File: src/rtl/sonic_pkg.sv
// Shared types and constants for the round-robin ultrasonic ranging scheduler.
`timescale 1ns/1ps
package sonic_pkg;

  localparam int DIST_W = 12;
  localparam logic [DIST_W-1:0] NO_ECHO_CM = 12'd4095;
  localparam logic [DIST_W-1:0] MAX_CM     = 12'd4094;

  typedef enum logic [2:0] {
    IDLE,
    TRIG,
    WAIT_RISE,
    MEASURE,
    GAP
  } state_t;

endpackage

File: src/rtl/sonic_echo_sync.sv
// Two-flop synchronizer for the raw echo bus, followed by edge detection
// on the synchronized value.
`timescale 1ns/1ps
module sonic_echo_sync #(
  parameter int WIDTH = 4
) (
  input  logic             CLOCK_50,
  input  logic             reset_n,
  input  logic [WIDTH-1:0] din,
  output logic [WIDTH-1:0] rise,
  output logic [WIDTH-1:0] fall
);

  logic [WIDTH-1:0] meta;
  logic [WIDTH-1:0] sync;
  logic [WIDTH-1:0] prev;

  // NOTE: every flop in a sequential block uses <= so the three stages shift
  // in lockstep instead of collapsing into one register.
  always_ff @(posedge CLOCK_50 or negedge reset_n) begin
    if (!reset_n) begin
      meta <= '0;
      sync <= '0;
      prev <= '0;
    end else begin
      meta <= din;
      sync <= meta;
      prev <= sync;
    end
  end

  assign rise = sync & ~prev;
  assign fall = ~sync & prev;

endmodule

File: src/rtl/sonic_scheduler.sv
// Sequences NUM_SENSORS ultrasonic rangers: trigger pulse, echo-width
// measurement in cm via a prescaler, per-sensor timeout, and settle gap.
`timescale 1ns/1ps
module sonic_scheduler
  import sonic_pkg::*;
#(
  parameter int NUM_SENSORS    = 4,
  parameter int TRIG_CYCLES    = 500,
  parameter int CYC_PER_CM     = 2900,
  parameter int TIMEOUT_CYCLES = 1_500_000,
  parameter int GAP_CYCLES     = 3_000_000,
  localparam int IDX_W = (NUM_SENSORS > 1) ? $clog2(NUM_SENSORS) : 1
) (
  input  logic                          CLOCK_50,
  input  logic                          reset_n,
  input  logic                          enable,
  input  logic [NUM_SENSORS-1:0]        echo,
  output logic [NUM_SENSORS-1:0]        trigger,
  output logic [NUM_SENSORS*DIST_W-1:0] dist_cm,
  output logic [NUM_SENSORS-1:0]        timeout,
  output logic                          upd,
  output logic [IDX_W-1:0]              upd_idx,
  output logic                          busy
);

  localparam int PH_MAX = (GAP_CYCLES > TRIG_CYCLES) ? GAP_CYCLES : TRIG_CYCLES;
  localparam int PH_W   = $clog2(PH_MAX + 1);
  localparam int TO_W   = $clog2(TIMEOUT_CYCLES + 1);
  localparam int PS_W   = $clog2(CYC_PER_CM + 1);

  state_t                 state;
  logic [IDX_W-1:0]       sel;
  logic [IDX_W-1:0]       sel_next;
  logic [PH_W-1:0]        phase_cnt;
  logic [TO_W-1:0]        to_cnt;
  logic [PS_W-1:0]        prescale;
  logic [DIST_W-1:0]      cm_count;
  logic [NUM_SENSORS-1:0] echo_rise;
  logic [NUM_SENSORS-1:0] echo_fall;
  logic                   timed_out;

  sonic_echo_sync #(.WIDTH(NUM_SENSORS)) u_echo_sync (
    .CLOCK_50 (CLOCK_50),
    .reset_n  (reset_n),
    .din      (echo),
    .rise     (echo_rise),
    .fall     (echo_fall)
  );

  assign sel_next  = (sel == IDX_W'(NUM_SENSORS - 1)) ? '0 : sel + 1'b1;
  // The timeout counter keeps running from trigger end through MEASURE.
  assign timed_out = (to_cnt >= TO_W'(TIMEOUT_CYCLES - 1));
  assign busy      = (state != IDLE);

  always_ff @(posedge CLOCK_50 or negedge reset_n) begin
    if (!reset_n) begin
      state     <= IDLE;
      sel       <= '0;
      trigger   <= '0;
      dist_cm   <= '0;
      timeout   <= '0;
      upd       <= 1'b0;
      upd_idx   <= '0;
      phase_cnt <= '0;
      to_cnt    <= '0;
      prescale  <= '0;
      cm_count  <= '0;
    end else begin
      upd <= 1'b0;
      case (state)
        IDLE: begin
          if (enable) begin
            state     <= TRIG;
            phase_cnt <= '0;
            trigger   <= NUM_SENSORS'(1) << sel;
          end
        end

        TRIG: begin
          if (phase_cnt == PH_W'(TRIG_CYCLES - 1)) begin
            trigger <= '0;
            to_cnt  <= '0;
            state   <= WAIT_RISE;
          end else begin
            phase_cnt <= phase_cnt + 1'b1;
          end
        end

        WAIT_RISE: begin
          to_cnt <= to_cnt + 1'b1;
          if (echo_rise[sel]) begin
            prescale <= '0;
            cm_count <= '0;
            state    <= MEASURE;
          end else if (timed_out) begin
            dist_cm[int'(sel)*DIST_W +: DIST_W] <= NO_ECHO_CM;
            timeout[sel] <= 1'b1;
            upd          <= 1'b1;
            upd_idx      <= sel;
            phase_cnt    <= '0;
            state        <= GAP;
          end
        end

        MEASURE: begin
          to_cnt <= to_cnt + 1'b1;
          // A falling edge takes priority over a coincident timeout.
          if (echo_fall[sel]) begin
            dist_cm[int'(sel)*DIST_W +: DIST_W] <= cm_count;
            timeout[sel] <= 1'b0;
            upd          <= 1'b1;
            upd_idx      <= sel;
            phase_cnt    <= '0;
            state        <= GAP;
          end else if (timed_out) begin
            dist_cm[int'(sel)*DIST_W +: DIST_W] <= NO_ECHO_CM;
            timeout[sel] <= 1'b1;
            upd          <= 1'b1;
            upd_idx      <= sel;
            phase_cnt    <= '0;
            state        <= GAP;
          end else if (prescale == PS_W'(CYC_PER_CM - 1)) begin
            prescale <= '0;
            if (cm_count != MAX_CM) cm_count <= cm_count + 1'b1;
          end else begin
            prescale <= prescale + 1'b1;
          end
        end

        GAP: begin
          if (phase_cnt == PH_W'(GAP_CYCLES - 1)) begin
            sel       <= sel_next;
            phase_cnt <= '0;
            if (enable) begin
              trigger <= NUM_SENSORS'(1) << sel_next;
              state   <= TRIG;
            end else begin
              state <= IDLE;
            end
          end else begin
            phase_cnt <= phase_cnt + 1'b1;
          end
        end

        default: state <= IDLE;
      endcase
    end
  end

endmodule

File: config.mk
export PLATFORM = sky130hd
export DESIGN_NAME = sonic_scheduler
export DESIGN_NICKNAME = d
export VERILOG_FILES = /design/src/rtl/sonic_pkg.sv /design/src/rtl/sonic_echo_sync.sv /design/src/rtl/sonic_scheduler.sv
export SDC_FILE = /design/constraint.sdc
export NUM_CORES = 1
export LEC_CHECK = 0
export ABC_AREA = 1
export CAP_MARGIN = 20
export CORE_AREA = 2 2 151 153
export CTS_CLUSTER_SIZE = 40
export DETAILED_ROUTE_END_ITERATION = 7
export DIE_AREA = 0 0 153 155
export GPL_TIMING_DRIVEN = 0
export PLACE_DENSITY = 0.69
export SETUP_SLACK_MARGIN = 0.3
export SYNTH_ARGS = -nofsm -noshare
export SYNTH_HDL_FRONTEND = slang
export SYNTH_SLANG_ARGS = --single-unit
File: constraint.sdc
create_clock -name CLOCK_50 -period 2.7 [get_ports CLOCK_50]
set_clock_uncertainty 0.1 [all_clocks]
set_input_delay 0.27 -clock CLOCK_50 [delete_from_list [all_inputs] [get_ports CLOCK_50]]
set_output_delay 0.27 -clock CLOCK_50 [all_outputs]
set_load 0.02 [all_outputs]
==> reports/qor.csv <==
stage;metric;value;unit
clock_tree;CTS tree;done;
timing;RSZ-0062 raised after global routing;false;
yosys;count of warnings emitted by yosys;0;
setup_path;critical path launch point type;flip-flop;
finish;Area growth syn-to-layout;20.9;%
drt;initial detailed-routing violation count;760;
setup_path;worst path buffer plus inverter count;6;
timing;accumulated negative setup slack;0;ns
setup_path;worst reg-to-reg setup slack;0.38;ns
yosys;Cell Area, Synth;8890;sq um
die;row count;55;
die;area inside the core boundary;22200;sq um
setup_path;critical path data required time;2.96;ns
die;initial core utilization;40.0;%
drt;Vias per Instance;5.15;
grt;largest net degree at the start of global routing;76;
power;clock network fraction of design power;32.5;%
setup_path;critical path type;reg -> reg;
yosys;top post-synthesis cells by area;sky130_fd_sc_hd__dfrtp_1 (40%), sky130_fd_sc_hd__nand2_1 (12%), sky130_fd_sc_hd__nor2_1 (6.8%), sky130_fd_sc_hd__inv_1 (6.6%), sky130_fd_sc_hd__nand3_1 (6.1%);
clock_tree;CTS H-tree lvls;4;
grt;antenna violations before repair;1;
timing;headroom to the max-slew limit;54.1;%
min_path;worst min-delay path class;in -> reg;
grt;wire length of the first global-routing pass;38.6;mm
drt;remaining routing DRC violations;0;
power;leakage;4.89;nW
yosys;number of enable-type register cells in the synthesized netlist;0;
job;max_cap viols;0;
timing;final count of pins violating max slew;0;
setup_path;cell occurring most often along the worst timing path;sky130_fd_sc_hd__nand2_1;
finish;final design utilization;48.4;%
setup_path;largest delay contributor family on the critical path;buffers and inverters;
outcome;run status;completed;
die;number of I/O pins;67;
yosys;instance count of the mapped netlist;1227;
timing;actual slew at the worst max-slew pin;0.689;ns
setup_path;ordered list of cells on the worst path;inv_2 -> buf_8 -> buf_8 -> ha_1 -> buf_2 -> inv_2 -> buf_8 -> nand2_1 -> o22ai_2 -> nand3_1 -> nand2_2 -> nand3_1 -> nand2_1 -> nand2_1 -> nand2_1;
power;switching part of the total;37.2;%
grt;sum of overflow across all layers after global routing;0;
setup_path;worst path arrival time;2.59;ns
yosys;syn_area_per_cell;7.25;sq um
drt;routed len/inst;14.2;microns
timing;Finish-stage setup viols;0;
power;switching power summed over all nets;2.61;mW
drt;total length of routed wires;23.1;mm
yosys;flip-flop cell with the highest count after synthesis;sky130_fd_sc_hd__dfrtp_1;
grt;number of global-route vias before repair;7772;
die;die outline width;153;microns
clock_tree;root buffer cell;sky130_fd_sc_hd__clkbuf_16;
finish;net total in the final layout;1340;
timing;Final Critical Period;2.32;ns
setup_path;critical path endpoint category;flip-flop;
power;Internal Dissipation;4.41;mW
die;total die area;23700;sq um
power;sequential group share of total power;35.4;%
yosys;total of flip-flops plus latches after synthesis;143;
yosys;number of distinct standard cells referenced by the synthesized netlist;40;
clock_tree;worst-case clock buffer depth;2;
drt;vias after detailed routing;8356;
placed_design;Routability Congestion;0.932;
finish;post-route cell area;10700;sq um
power;maximum vdd drop;0.382;mV
yosys;Syn Nets;1244;
clock_tree;cts bufs inserted;17;
grt;global-route total usage across every layer;19.8;%
clock_tree;clock transition time at the flip-flop clock pins of the worst setup and hold paths;0.06;ns
placed_design;Area after DPL;9940;sq um
clock_tree;clock insertion delay at the later pin of the skew report;0.43;ns
timing;fin crit share;85.9;%
placed_design;Port Buf Inserts;66;
power;power density over the cells;653;nW/um^2
setup_path;largest stage delay on the critical path;0.37;ns
drt;1st-pass router iterations;5;
placed_design;placed wire-length estimate after detailed placement;16.9;mm
setup_path;cell at the slowest stage of the critical path;sky130_fd_sc_hd__dfrtp_1;
timing;peak clock frequency supported by timing;0.431;GHz
yosys;register area share after synthesis;40.3;%
yosys;area leader, netlist;sky130_fd_sc_hd__dfrtp_1;
die;Die Y;155;microns
yosys;fraction of synthesized cell area taken by the top area cell type;40.3;%
drt;number of nets with antenna violations after routing;0;
finish;share of post-route cells with drive strength above 1;14.4;%
clock_tree;Clock Sinks;143;
setup_path;Worst Path Max Fanout;10;
timing;Final Hold Vio Count;0;
yosys;async set or reset register ratio after synthesis;100;%
power;combinational cell fraction of total power;32.1;%
timing;Hold Worst Slack;0.179;ns
[metal layers]
metal	vias to the layer above	share of wire (%)	global-route usage, %
met2	245	47	32.3
li1	4171	-	-
met5	-	0	0
met4	0	1.7	5.47
met1	3905	47	27.2
met3	35	5.0	3.59
[Yosys cell counts (3+ instances only)]
master,instances
sky130_fd_sc_hd__buf_4,4
sky130_fd_sc_hd__clkbuf_1,18
sky130_fd_sc_hd__o21ai_1,5
sky130_fd_sc_hd__o21a_1,5
sky130_fd_sc_hd__nor2_2,8
sky130_fd_sc_hd__xnor2_1,3
sky130_fd_sc_hd__ha_1,10
sky130_fd_sc_hd__dfrtp_1,143
sky130_fd_sc_hd__nand3_4,6
sky130_fd_sc_hd__a21oi_2,22
sky130_fd_sc_hd__nand2_4,3
sky130_fd_sc_hd__nor2_1,160
sky130_fd_sc_hd__o21ai_2,3
sky130_fd_sc_hd__nand4_1,20
sky130_fd_sc_hd__nor3_1,28
sky130_fd_sc_hd__o22ai_1,13
sky130_fd_sc_hd__nand2_2,14
sky130_fd_sc_hd__a21oi_1,58
sky130_fd_sc_hd__nand3b_1,8
sky130_fd_sc_hd__nor2_4,3
sky130_fd_sc_hd__nand2_1,276
sky130_fd_sc_hd__nor4_1,3
sky130_fd_sc_hd__buf_2,13
sky130_fd_sc_hd__inv_2,15
sky130_fd_sc_hd__nand3_1,109
sky130_fd_sc_hd__nand3_2,10
sky130_fd_sc_hd__o21ai_0,53
sky130_fd_sc_hd__inv_1,156
sky130_fd_sc_hd__xor2_1,18
sky130_fd_sc_hd__buf_6,9
sky130_fd_sc_hd__a31oi_1,19
[cell type report]
cell class                 instances  area, sq um
tap                              285          357
inverter                         172          648
sequential                       143         3580
antenna                            1         2.50
clock inverter                    12          111
multi-input combinational        867         4520
timing repair buffer              77          767
buffer                            45          310
clock buffer                      20          457
fill                            2116        11500
[per-stage QoR]
| stage | std cells | power [mW] | setup WS, ns |
|---|---|---|---|
| after floorplan | 1227 | 4.04 | 0.303 |
| after global placement | 1578 | 4.73 | -4.58 |
| after detailed placement | 1579 | 4.76 | -0.124 |
| after CTS | 1613 | 7.06 | 0.302 |
| after global routing | 1621 | 7.44 | 0.288 |
| final | 1622 | 7.02 | 0.379 |
[sequential cells by signal, indices dropped and copies added (netlist names)]
signal,count
state,3
timeout,4
prescale,12
trigger,4
upd_idx,2
sel,2
dist_cm,48
u_echo_sync.prev,4
u_echo_sync.meta,4
phase_cnt,22
upd,1
cm_count,12
u_echo_sync.sync,4
to_cnt,21
[layout by cell type (no fill, tap or decap), drive strengths merged, types with 4 or more instances in the layout]
master / Yosys / routed
xor2: 18 / 18
o21ai: 61 / 61
nand2: 293 / 293
clkbuf: 18 / 36
o22ai: 13 / 13
nor4: 4 / 4
dfrtp: 143 / 143
nand4: 20 / 20
o21a: 5 / 5
nand3: 125 / 125
inv: 172 / 174
clkinvlp: 0 / 6
a31oi: 19 / 19
nor3: 30 / 30
ha: 10 / 10
buf: 27 / 40
nor2: 172 / 172
nand3b: 8 / 8
clkdlybuf4s50: 0 / 65
a21oi: 80 / 80
[worst paths after layout]
path | from | to | cells after the start
setup / recovery | sel[0] | dist_cm[47] | 15
setup reg to reg | sel[0] | dist_cm[47] | 15
max in group asynchronous | reset_n | sel[1] | 3
hold / removal | echo[2] | u_echo_sync.meta[2] | 1
min in group asynchronous | reset_n | to_cnt[10] | 2
hold reg to reg | u_echo_sync.meta[1] | u_echo_sync.sync[1] | 0
[power by group through the flow]
| stage | sequential [mW] | combinational, mW | clock (mW) |
|---|---|---|---|
| 5_1_grt | 2.51 | 2.51 | 2.42 |
| 2_1_floorplan | 2.61 | 1.44 | 0 |
| 6_report | 2.49 | 2.25 | 2.28 |
| 3_5_place_dp | 2.52 | 2.24 | 0 |
| 4_1_cts | 2.48 | 2.26 | 2.32 |
| 3_3_place_gp | 2.52 | 2.21 | 0 |
[repair_timing]
| action | in CTS | in global routing |
|---|---|---|
| setup buffers | 1 | 8 |
| pin swaps | 1 | 5 |
| resized for setup | 23 | 28 |
| endpoints found under the setup margin | 50 | 75 |
| hold buffers | 1 | 0 |
| endpoints found under the hold margin | 74 | 0 |
[cell families (layout without fill, tap and decap cells)]
| family | Yosys count | count (layout) | synth area share [%] |
|---|---|---|---|
| AND/OR/NAND/NOR | 656 | 656 | 34.1 |
| buffers and inverters | 217 | 326 | 10.3 |
| AO/OA/AOI/OAI | 179 | 179 | 11.8 |
| flip-flops | 143 | 143 | 40.3 |
| XOR/XNOR | 21 | 21 | 2.07 |
| adder cells (fa/ha/maj) | 10 | 10 | 1.41 |
| multiplexers | 1 | 1 | 0.127 |
| other | 0 | 1 | 0 |
Note: power is estimated with default switching activity, not from simulation.
